--- config.mk ---
export PLATFORM = sky130hd
export DESIGN_NAME = uart_word_tx
export DESIGN_NICKNAME = d
export VERILOG_FILES = /design/src/rtl/uart_pkg.sv /design/src/rtl/uart_word_fifo.sv /design/src/rtl/uart_word_tx.sv
export SDC_FILE = /design/constraint.sdc
export NUM_CORES = 1
export LEC_CHECK = 0
export ABC_AREA = 1
export CAP_MARGIN = 20
export CORE_MARGIN = 2
export CORE_UTILIZATION = 45
export DETAILED_ROUTE_END_ITERATION = 10
export GPL_TIMING_DRIVEN = 0
export PLACE_DENSITY_LB_ADDON = 0.3
export SETUP_SLACK_MARGIN = 0.15
export SLEW_MARGIN = 20
export SYNTH_ARGS = -nofsm -noshare
export SYNTH_HDL_FRONTEND = slang
export SYNTH_HIERARCHICAL = 1
export SYNTH_SLANG_ARGS = --single-unit
--- constraint.sdc ---
create_clock -name sys_clk -period 2.6 [get_ports sys_clk]
set_input_delay 0.26 -clock sys_clk [delete_from_list [all_inputs] [get_ports sys_clk]]
set_output_delay 0.26 -clock sys_clk [all_outputs]
set_load 0.05 [all_outputs]
--- src/rtl/uart_pkg.sv ---
// Shared types and constants for the UART word transmit path.
package uart_pkg;

  localparam int BYTE_W         = 8;
  localparam int WORD_W         = 32;
  localparam int BYTES_PER_WORD = WORD_W / BYTE_W;

  typedef enum logic [1:0] {
    IDLE = 2'd0,
    LOAD = 2'd1,
    REQ  = 2'd2,
    WAIT = 2'd3
  } uart_state_t;

  function automatic int bytes_per_word(input int width);
    return width / BYTE_W;
  endfunction

endpackage

--- src/rtl/uart_word_fifo.sv ---
// Word FIFO with registered full/empty/count/ready and first-word-fall-through read.
module uart_word_fifo #(
  parameter int DATA_WIDTH = 32,
  parameter int FIFO_DEPTH = 8
) (
  input  logic                          sys_clk,
  input  logic                          sys_rst,
  input  logic                          push,
  input  logic [DATA_WIDTH-1:0]         wr_data,
  input  logic                          pop,
  output logic [DATA_WIDTH-1:0]         rd_data,
  output logic                          empty,
  output logic                          ready,
  output logic [$clog2(FIFO_DEPTH):0]   count
);

  localparam int AW = $clog2(FIFO_DEPTH);
  localparam int CW = AW + 1;

  logic [DATA_WIDTH-1:0] mem [FIFO_DEPTH];
  logic [AW-1:0]         wr_ptr;
  logic [AW-1:0]         rd_ptr;
  logic                  full;
  logic                  push_ok;
  logic                  pop_ok;
  logic [CW-1:0]         count_nxt;

  assign push_ok   = push && !full;
  assign pop_ok    = pop && !empty;
  assign count_nxt = count + CW'(push_ok) - CW'(pop_ok);
  assign rd_data   = mem[rd_ptr];

  always_ff @(posedge sys_clk) begin
    if (push_ok) mem[wr_ptr] <= wr_data;
  end

  // ready is held low through reset and tracks !full from the first edge after release
  always_ff @(posedge sys_clk or posedge sys_rst) begin
    if (sys_rst) begin
      wr_ptr <= '0;
      rd_ptr <= '0;
      count  <= '0;
      full   <= 1'b0;
      empty  <= 1'b1;
      ready  <= 1'b0;
    end else begin
      if (push_ok) wr_ptr <= wr_ptr + AW'(1);
      if (pop_ok)  rd_ptr <= rd_ptr + AW'(1);
      count <= count_nxt;
      full  <= (count_nxt == CW'(FIFO_DEPTH));
      empty <= (count_nxt == '0);
      ready <= (count_nxt != CW'(FIFO_DEPTH));
    end
  end

endmodule

--- src/rtl/uart_word_tx.sv ---
// Word-to-byte serializer feeding uart_send, LSB first, with a word FIFO in front.
module uart_word_tx
  import uart_pkg::*;
#(
  parameter int DATA_WIDTH = 32,
  parameter int FIFO_DEPTH = 8
) (
  input  logic                        sys_clk,
  input  logic                        sys_rst,
  input  logic                        s_valid,
  input  logic [DATA_WIDTH-1:0]       s_data,
  output logic                        s_ready,
  output logic                        uart_en,
  output logic [BYTE_W-1:0]           uart_din,
  input  logic                        uart_tx_busy,
  output logic [$clog2(FIFO_DEPTH):0] fifo_count,
  output logic                        idle,
  output uart_state_t                 dbg_state
);

  localparam int BYTES = bytes_per_word(DATA_WIDTH);
  localparam int IDX_W = (BYTES > 1) ? $clog2(BYTES) : 1;
  localparam logic [IDX_W-1:0] LAST_IDX = IDX_W'(BYTES - 1);

  // Handshake: a word moves on every sys_clk edge with s_valid && s_ready;
  // s_ready is registered and never depends on the same-cycle pop.
  uart_state_t           state, state_nxt;
  logic [DATA_WIDTH-1:0] shift, shift_nxt;
  logic [IDX_W-1:0]      byte_idx, byte_idx_nxt;
  logic [DATA_WIDTH-1:0] fifo_rd_data;
  logic                  fifo_empty;
  logic                  pop;

  uart_word_fifo #(
    .DATA_WIDTH (DATA_WIDTH),
    .FIFO_DEPTH (FIFO_DEPTH)
  ) u_fifo (
    .sys_clk (sys_clk),
    .sys_rst (sys_rst),
    .push    (s_valid && s_ready),
    .wr_data (s_data),
    .pop     (pop),
    .rd_data (fifo_rd_data),
    .empty   (fifo_empty),
    .ready   (s_ready),
    .count   (fifo_count)
  );

  always_comb begin
    state_nxt    = state;
    shift_nxt    = shift;
    byte_idx_nxt = byte_idx;
    pop          = 1'b0;
    case (state)
      IDLE: if (!fifo_empty && !uart_tx_busy) state_nxt = LOAD;
      LOAD: begin
        pop          = 1'b1;
        shift_nxt    = fifo_rd_data;
        byte_idx_nxt = '0;
        state_nxt    = REQ;
      end
      REQ:  if (uart_tx_busy) state_nxt = WAIT;
      WAIT: begin
        if (!uart_tx_busy) begin
          if (byte_idx == LAST_IDX) begin
            state_nxt = IDLE;
          end else begin
            shift_nxt    = shift >> BYTE_W;
            byte_idx_nxt = byte_idx + IDX_W'(1);
            state_nxt    = REQ;
          end
        end
      end
      default: state_nxt = IDLE;
    endcase
  end

  // uart_en is high exactly while in REQ, so each byte gets a fresh rising edge
  always_ff @(posedge sys_clk or posedge sys_rst) begin
    if (sys_rst) begin
      state    <= IDLE;
      shift    <= '0;
      byte_idx <= '0;
      uart_en  <= 1'b0;
      uart_din <= '0;
    end else begin
      state    <= state_nxt;
      shift    <= shift_nxt;
      byte_idx <= byte_idx_nxt;
      uart_en  <= (state_nxt == REQ);
      if (state_nxt == REQ) uart_din <= shift_nxt[BYTE_W-1:0];
    end
  end

  assign idle      = fifo_empty && (state == IDLE);
  assign dbg_state = state;

endmodule

==> results of run 1 <==
## worst register-to-register path: cells and delay by family (launching register included)
family / cells / cell delay (ns)
flops: 1 / 0.44
simple gates: 5 / 0.53
buf+inv: 7 / 0.44
fa+ha+maj: 3 / 0.92
## sequential cells by signal, indices dropped and copies added, names as in the netlist
name,count
u_fifo/mem,256
shift,32
uart_din,8
u_fifo/count,4
u_fifo/rd_ptr,3
u_fifo/wr_ptr,3
byte_idx,2
dbg_state,2
u_fifo/empty,1
u_fifo/full,1
u_fifo/ready,1
uart_en,1
## kinds of logic (layout without fill, tap and decap cells)
family | after synthesis | count (layout) | synth area share, %
AND/OR/NAND/NOR | 760 | 761 | 22.0
AO/OA/AOI/OAI | 14 | 14 | 0.728
buffers and inverters | 369 | 507 | 10.5
flip-flops | 314 | 314 | 65.7
adder cells (fa/ha/maj) | 9 | 9 | 0.863
XOR/XNOR | 4 | 4 | 0.252
## power breakdown
part | switching (mW) | internal (mW)
Sequential | 0.333 | 6.39
Combinational | 4.73 | 2.01
Clock | 1.94 | 2.80
## per-layer routing
metal	wire [um]	global-route usage (%)	part of all wire, %
met5	0	0	0
met4	918	6.67	2.8
met3	2520	3.20	7.6
met2	15700	33.9	47
met1	14100	28.3	42
## placed cells by master (no fill, tap or decap), types with 6 or more instances in the layout
master             n
buf_4             16
buf_12             7
nor2_1             8
nand2_1          578
o211ai_1           8
nand3_1          155
inv_6              6
clkbuf_1          22
dfrtp_1           55
nor2_4            10
inv_1            303
inv_2              8
edfxtp_1         256
clkbuf_16         35
buf_2             35
clkdlybuf4s50_1   51
ha_1               7
clkinv_1           7
## how the worst min path moves through the flow
stage | from | end | slack, ns | cells past startpoint
floorplan | sys_rst | u_fifo/count[0] | 0.14 | 1
global placement | shift[29] | shift[29] | 0.46 | 2
detailed placement | uart_din[5] | uart_din[5] | 0.46 | 2
CTS | sys_rst | shift[28] | 0.11 | 2
global route | sys_rst | shift[28] | 0.15 | 2
finish | sys_rst | shift[28] | 0.14 | 2
## through the flow
step | std cells | area [um^2] | setup TNS (ns)
5_1_grt | 2005 | 16500 | 0
6_report | 2005 | 16500 | 0
4_1_cts | 1995 | 16400 | 0
3_5_place_dp | 1927 | 15200 | -9.81
3_3_place_gp | 1918 | 15000 | -241.97
2_1_floorplan | 1470 | 14000 | -29.44
## final cells by class
type	instances	area (um^2)	share of cell area (%)
Buffer	54	284	1.72
Clock buffer	46	917	5.57
Clock inverter	17	171	1.04
Inverter	315	1190	7.24
Multi-Input combinational cell	788	3440	20.9
Sequential cell	314	9140	55.5
Tap cell	396	495	3.01
Timing Repair Buffer	75	840	5.09
## repair_timing
action                                  in CTS  in global routing
endpoints found under the setup margin      37                 57
setup buffers                                4                 10
resized for setup                            7                  2
gates cloned                                 1                  0
pin swaps                                    2                  6
==> results.md, run 1 <==
* Post-Synthesis Cells at 1470
* Outcome: complete, no violations
* CP peak stage delay at 0.52 ns
* Final setup violation count at 0
* Worst-path cell chain: inv_6, nand2_2, inv_4, buf_8, inv_4, nor2_4, ha_1, inv_2, ha_4, inv_2, fa_2, inv_2, nor2_1, nand2b_1, nor2_2
* Final Hold Fails at 0
* Post-synthesis sequential area ratio at 65.7%
* Core Region at 0.0305 mm^2
* Layout net count at 1628
* Layout cell share with drive strength beyond 1 at 9.07%
* Clk pin slew, worst setup/hold paths at 0.06 ns
* Largest net degree at the start of global routing at 35
* Clk root buf: clkbuf_16
* Die width at 180 um
* Top-count cell post-synth: nand2_1
* Hold buffers post-CTS at 0
* Clk Latency, worst-skew pair at 0.52 ns
* WP buf/inv at 7
* Area delta synth->final at 18.4%
* Fmax at 417 MHz
* Crit path launch type: flop
* Fin. max-slew vios at 0
* Top-area cell type share of the netlist area at 55.2%
* Critical path type: reg2reg
* Initial antenna violation count at 0
* Most used cell, CP: inv_2
* Post-synth EDFFs at 256
* Filler cells at 2606
* Die Span Y at 180 um
* Cell Area, Synth at 0.0139 mm^2
* Syn avg cell area at 9.47 um^2
* Vias in the first global route at 9508
* Worst Setup EP: u_fifo/full
* Tcrit/Tclk final at 92.1%
* Post-synth ARST share at 18.5%
* Least-Margin Pin Slew at 0.748 ns
* Crit path from: dbg_state[1]
* RR Endpoint: u_fifo/full
* GRT Util Overall at 20.7%
* Critical Path Stages at 15
* Maximum VDD drop at 619 uV
* FF-to-FF setup slack at 0.20 ns
* Crit path DAT at 2.84 ns
* R2R depth at 15
* DRT iter0 DRCs at 827
* DRC Markers at 0
* Yosys warns at 6
* Library cells used by synthesis at 28
* Total number of vias at 9789
* Longest Clk Path Bufs at 3
* Initial core utilization at 45.6%
* GR Overflow Total at 0
* Req. time, crit path at 3.04 ns
* ANT nets after route at 0
* CP max FO at 4
* Hold Crit Class: in2async
* CTS tree: done
* H-tree depth at 2
* Skew final at 0.0267 ns
* Drt total wl at 33300 um
* Final GP Congestion at 0.826
* Min Tclk post-route at 2.40 ns
* RSZ-0062 raised after global routing: true
* WHS at 0.137 ns
* DP Worst Slack at -0.265 ns
* ANT cells at 0
* Critical path's top delay family: adder cells
* Crit-path slowest cell: fa_2
* Pleak at 7.69 nW
* Clock sink count at 314
* Mapped Nets at 1515
* Std-Cell Rows at 64
* Drt first pass iters at 5
* #FFs+latches synth at 314
* First-pass GRT wire length at 52200 um
* Reg2Reg Launch Point: dbg_state[1]
* Area leader, netlist: edfxtp_1
* DIE AREA at 0.0324 mm^2
* CTS buffer count at 35
* Primary FF master, synth: edfxtp_1
* Pwr Density at 1100 mW/mm^2
* CP Capture Type: flop
* Commonest cells in the netlist: nand2_1 (579), inv_1 (308), edfxtp_1 (256)
* # IOs at 53
* Slew Limit Headroom at 50.1%
* Buffers on Ports at 52
* Synth top area cells: edfxtp_1 (55%), nand2_1 (16%), dfrtp_1 (10%)
* Via density per instance at 4.88
* Hpwl dp at 21300 um
* DR WL/cell at 16.6 um
* Fin util at 54.0%
* Final worst slack at 0.205 ns
* Tot Pwr at 18.2 mW
* Max cap viols at 0
(Power assumes the default switching activity.)
==> run 2: changes to the inputs <==
--- a/config.mk
+++ b/config.mk
@@ -6,7 +6,7 @@
 export NUM_CORES = 1
 export LEC_CHECK = 0
 export ABC_AREA = 1
-export CAP_MARGIN = 20
+export CAP_MARGIN = 10
 export CORE_MARGIN = 2
 export CORE_UTILIZATION = 45
 export DETAILED_ROUTE_END_ITERATION = 10
==> results of run 2 <==
Final layout, timing and power as in run 1 (identical DEF).
==> run 3: changes to the inputs <==
--- a/config.mk
+++ b/config.mk
@@ -7,7 +7,6 @@
 export LEC_CHECK = 0
 export ABC_AREA = 1
 export CAP_MARGIN = 10
-export CORE_MARGIN = 2
 export CORE_UTILIZATION = 45
 export DETAILED_ROUTE_END_ITERATION = 10
 export GPL_TIMING_DRIVEN = 0
==> constraint.sdc (replaced) <==
create_clock -name sys_clk -period 2.1 [get_ports sys_clk]
set_input_delay 0.21 -clock sys_clk [delete_from_list [all_inputs] [get_ports sys_clk]]
set_output_delay 0.21 -clock sys_clk [all_outputs]
set_load 0.05 [all_outputs]
==> results.md, run 3 (synthesis gave the netlist of run 1 again) <==
* Outcome: complete, but fails checks (was complete, no violations)
* Violated checks: setup timing
* Initial antenna violation count at 0 (unchanged)
* Clock sink count at 314 (unchanged)
* Vias in the first global route at 9393 (was 9508)
* Skew final at 0.0125 ns (was 0.0267 ns)
* Hpwl dp at 21700 um (was 21300 um)
* Area after DPL at 0.0153 mm^2 (was 0.0152 mm^2)
* Clk root buf: clkbuf_16 (unchanged)
* GRT Util Overall at 21.6% (was 20.7%)
* CP max FO at 3 (was 4)
* ANT nets after route at 0 (unchanged)
* CTS tree: done (unchanged)
* Fin. max-slew vios at 0 (unchanged)
* Min Tclk post-route at 2.19 ns (was 2.40 ns)
* Pleak at 7.78 nW (was 7.69 nW)
* RR Endpoint: u_fifo/empty (was u_fifo/full)
* Drt first pass iters at 5 (unchanged)
* Final setup violation count at 3 (was 0)
* Hold Crit Class: in2async (unchanged)
* DRC Markers at 0 (unchanged)
* Largest net degree at the start of global routing at 32 (was 35)
* Maximum VDD drop at 636 uV (was 619 uV)
* Worst-path cell chain: clkinv_4, nand2_4, inv_4, buf_12, inv_4, nor2_4, ha_4, inv_4, ha_4, inv_2, fa_2, inv_2, nor2_2, nand2b_1, nor2_2 (was inv_6, nand2_2, inv_4, buf_8, inv_4, nor2_4, ha_1, inv_2, ha_4, inv_2, fa_2, inv_2, nor2_1, nand2b_1, nor2_2)
* H-tree depth at 2 (unchanged)
* Clk Latency, worst-skew pair at 0.51 ns (was 0.52 ns)
* Buffers on Ports at 52 (unchanged)
* Max FFs per register at 256 (unchanged)
* Reg2Reg Launch Point: dbg_state[1] (unchanged)
* RSZ-0062 raised after global routing: true (unchanged)
* Die width at 178 um (was 180 um)
* Largest registers: u_fifo/mem (256), shift (32), uart_din (8) (unchanged)
* Via density per instance at 4.85 (was 4.88)
* Filler cells at 2556 (was 2606)
* Req. time, crit path at 2.53 ns (was 3.04 ns)
* First-pass GRT wire length at 51100 um (was 52200 um)
* Crit-path slowest cell: fa_2 (unchanged)
* GR Overflow Total at 0 (unchanged)
* Fmax at 456 MHz (was 417 MHz)
* Drt total wl at 33000 um (was 33300 um)
* Layout cell share with drive strength beyond 1 at 9.96% (was 9.07%)
* Critical path type: reg2reg (unchanged)
* Crit path launch type: flop (unchanged)
* DIE AREA at 0.0316 mm^2 (was 0.0324 mm^2)
* ANT cells at 0 (unchanged)
* Most used cell, CP: inv_4 (was inv_2)
* Core Region at 0.0305 mm^2 (unchanged)
* CTS buffer count at 34 (was 35)
* R2R depth at 15 (unchanged)
* Std-Cell Rows at 64 (unchanged)
* Max cap viols at 0 (unchanged)
* Layout net count at 1629 (was 1628)
* Tcrit/Tclk final at 104% (was 92.1%)
* Least-Margin Pin Slew at 0.638 ns (was 0.748 ns)
* Initial core utilization at 45.6% (unchanged)
* Area delta synth->final at 19.9% (was 18.4%)
* CP peak stage delay at 0.54 ns (was 0.52 ns)
* Longest Clk Path Bufs at 3 (unchanged)
* CP Capture Type: flop (unchanged)
* Hold buffers post-CTS at 0 (unchanged)
* Pwr Density at 1350 mW/mm^2 (was 1100 mW/mm^2)
* Final GP Congestion at 0.841 (was 0.826)
* WHS at 0.0113 ns (was 0.137 ns)
* Die Span Y at 178 um (was 180 um)
* DRT iter0 DRCs at 824 (was 827)
* Fin util at 54.7% (was 54.0%)
* FF-to-FF setup slack at -0.09 ns (was 0.20 ns)
* Clk pin slew, worst setup/hold paths at 0.06 ns (about the same)
* Final worst slack at -0.0909 ns (was 0.205 ns)
* Final Hold Fails at 0 (unchanged)
* DR WL/cell at 16.5 um (was 16.6 um)
* Most common cell after layout, fill and taps aside: nand2_1 (unchanged)
* Crit path DAT at 2.62 ns (was 2.84 ns)
* Most frequent cells in the layout: nand2_1 (577), inv_1 (302), edfxtp_1 (256) (was nand2_1 (578), inv_1 (303), edfxtp_1 (256))
* Fin area at 0.0167 mm^2 (was 0.0165 mm^2)
* Total number of vias at 9718 (was 9789)
* Slew Limit Headroom at 57.5% (was 50.1%)
* # IOs at 53 (unchanged)
* Most flops, register: u_fifo/mem (unchanged)
-- run 3: cell count changes in the layout (fill, tap and decap cells not counted), sizes merged --
cell and change:
clkbuf +6, buf -5, clkdlybuf4s50 -4, inv -4
clkinv +3, dlygate4sd2 +2, bufinv -1, clkinvlp +1
dlymetal6s2s +1, nor2 -1
-- run 3: worst max-delay path: cells and delay by family (launching register included) --
family,cells,cell delay (ns)
simple gates,5,0.42
fa+ha+maj,3,0.88
buf+inv,7,0.39
flops,1,0.42
-- run 3: timing repair --
item	4_1_cts	5_1_grt
buffers inserted	12	3
pin swaps	11	7
gates resized for setup	22	45
endpoints found under the setup margin	173	50
hold endpoints to repair	0	0
-- run 3: worst max-delay path by stage --
stage | startpoint | endpoint | slack, ns | cells after the start
after floorplan | dbg_state[1] | u_fifo/full | -0.35 | 14
after global placement | s_valid | u_fifo/mem[0][15] | -0.81 | 8
after detailed placement | dbg_state[1] | u_fifo/full | -0.57 | 14
after CTS | dbg_state[1] | u_fifo/ready | -0.11 | 14
after global routing | dbg_state[1] | u_fifo/empty | -0.21 | 15
final | dbg_state[1] | u_fifo/empty | -0.09 | 15
-- run 3: layout make-up --
cell class | count | area (um^2) | share of cell area (%)
plain buffers | 54 | 363 | 2.17
clock buffers | 43 | 906 | 5.43
repair buffers | 78 | 992 | 5.94
well taps | 396 | 495 | 2.97
inverters | 315 | 1190 | 7.16
clock inverters | 16 | 131 | 0.787
flip-flops and latches | 314 | 9150 | 54.8
multi-input cells | 787 | 3470 | 20.8
-- run 3: metrics by stage --
stage | total power, mW | instances | worst slack, ns | TNS, ns
floorplan | 13.6 | 1470 | -0.351 | -3.84
global placement | 16.1 | 1918 | -0.805 | -163.66
detailed placement | 16.5 | 1929 | -0.566 | -62.19
CTS | 22.4 | 2000 | -0.111 | -0.296
global route | 23.8 | 2003 | -0.208 | -0.584
finish | 22.5 | 2003 | -0.0909 | -0.248
-- run 3: power by group --
group	internal [mW]	total, mW	switching (mW)
Clock	3.30	5.61	2.31
Sequential	7.91	8.32	0.414
Combinational	2.77	8.57	5.81
-- run 3: per-layer routing --
metal	GRT usage, %	vias up	part of all wire, %
li1	-	4769	-
met1	27.7	4602	43
met2	37.7	286	49
met3	3.17	61	5.7
met4	6.48	0	2.5
met5	0	-	0
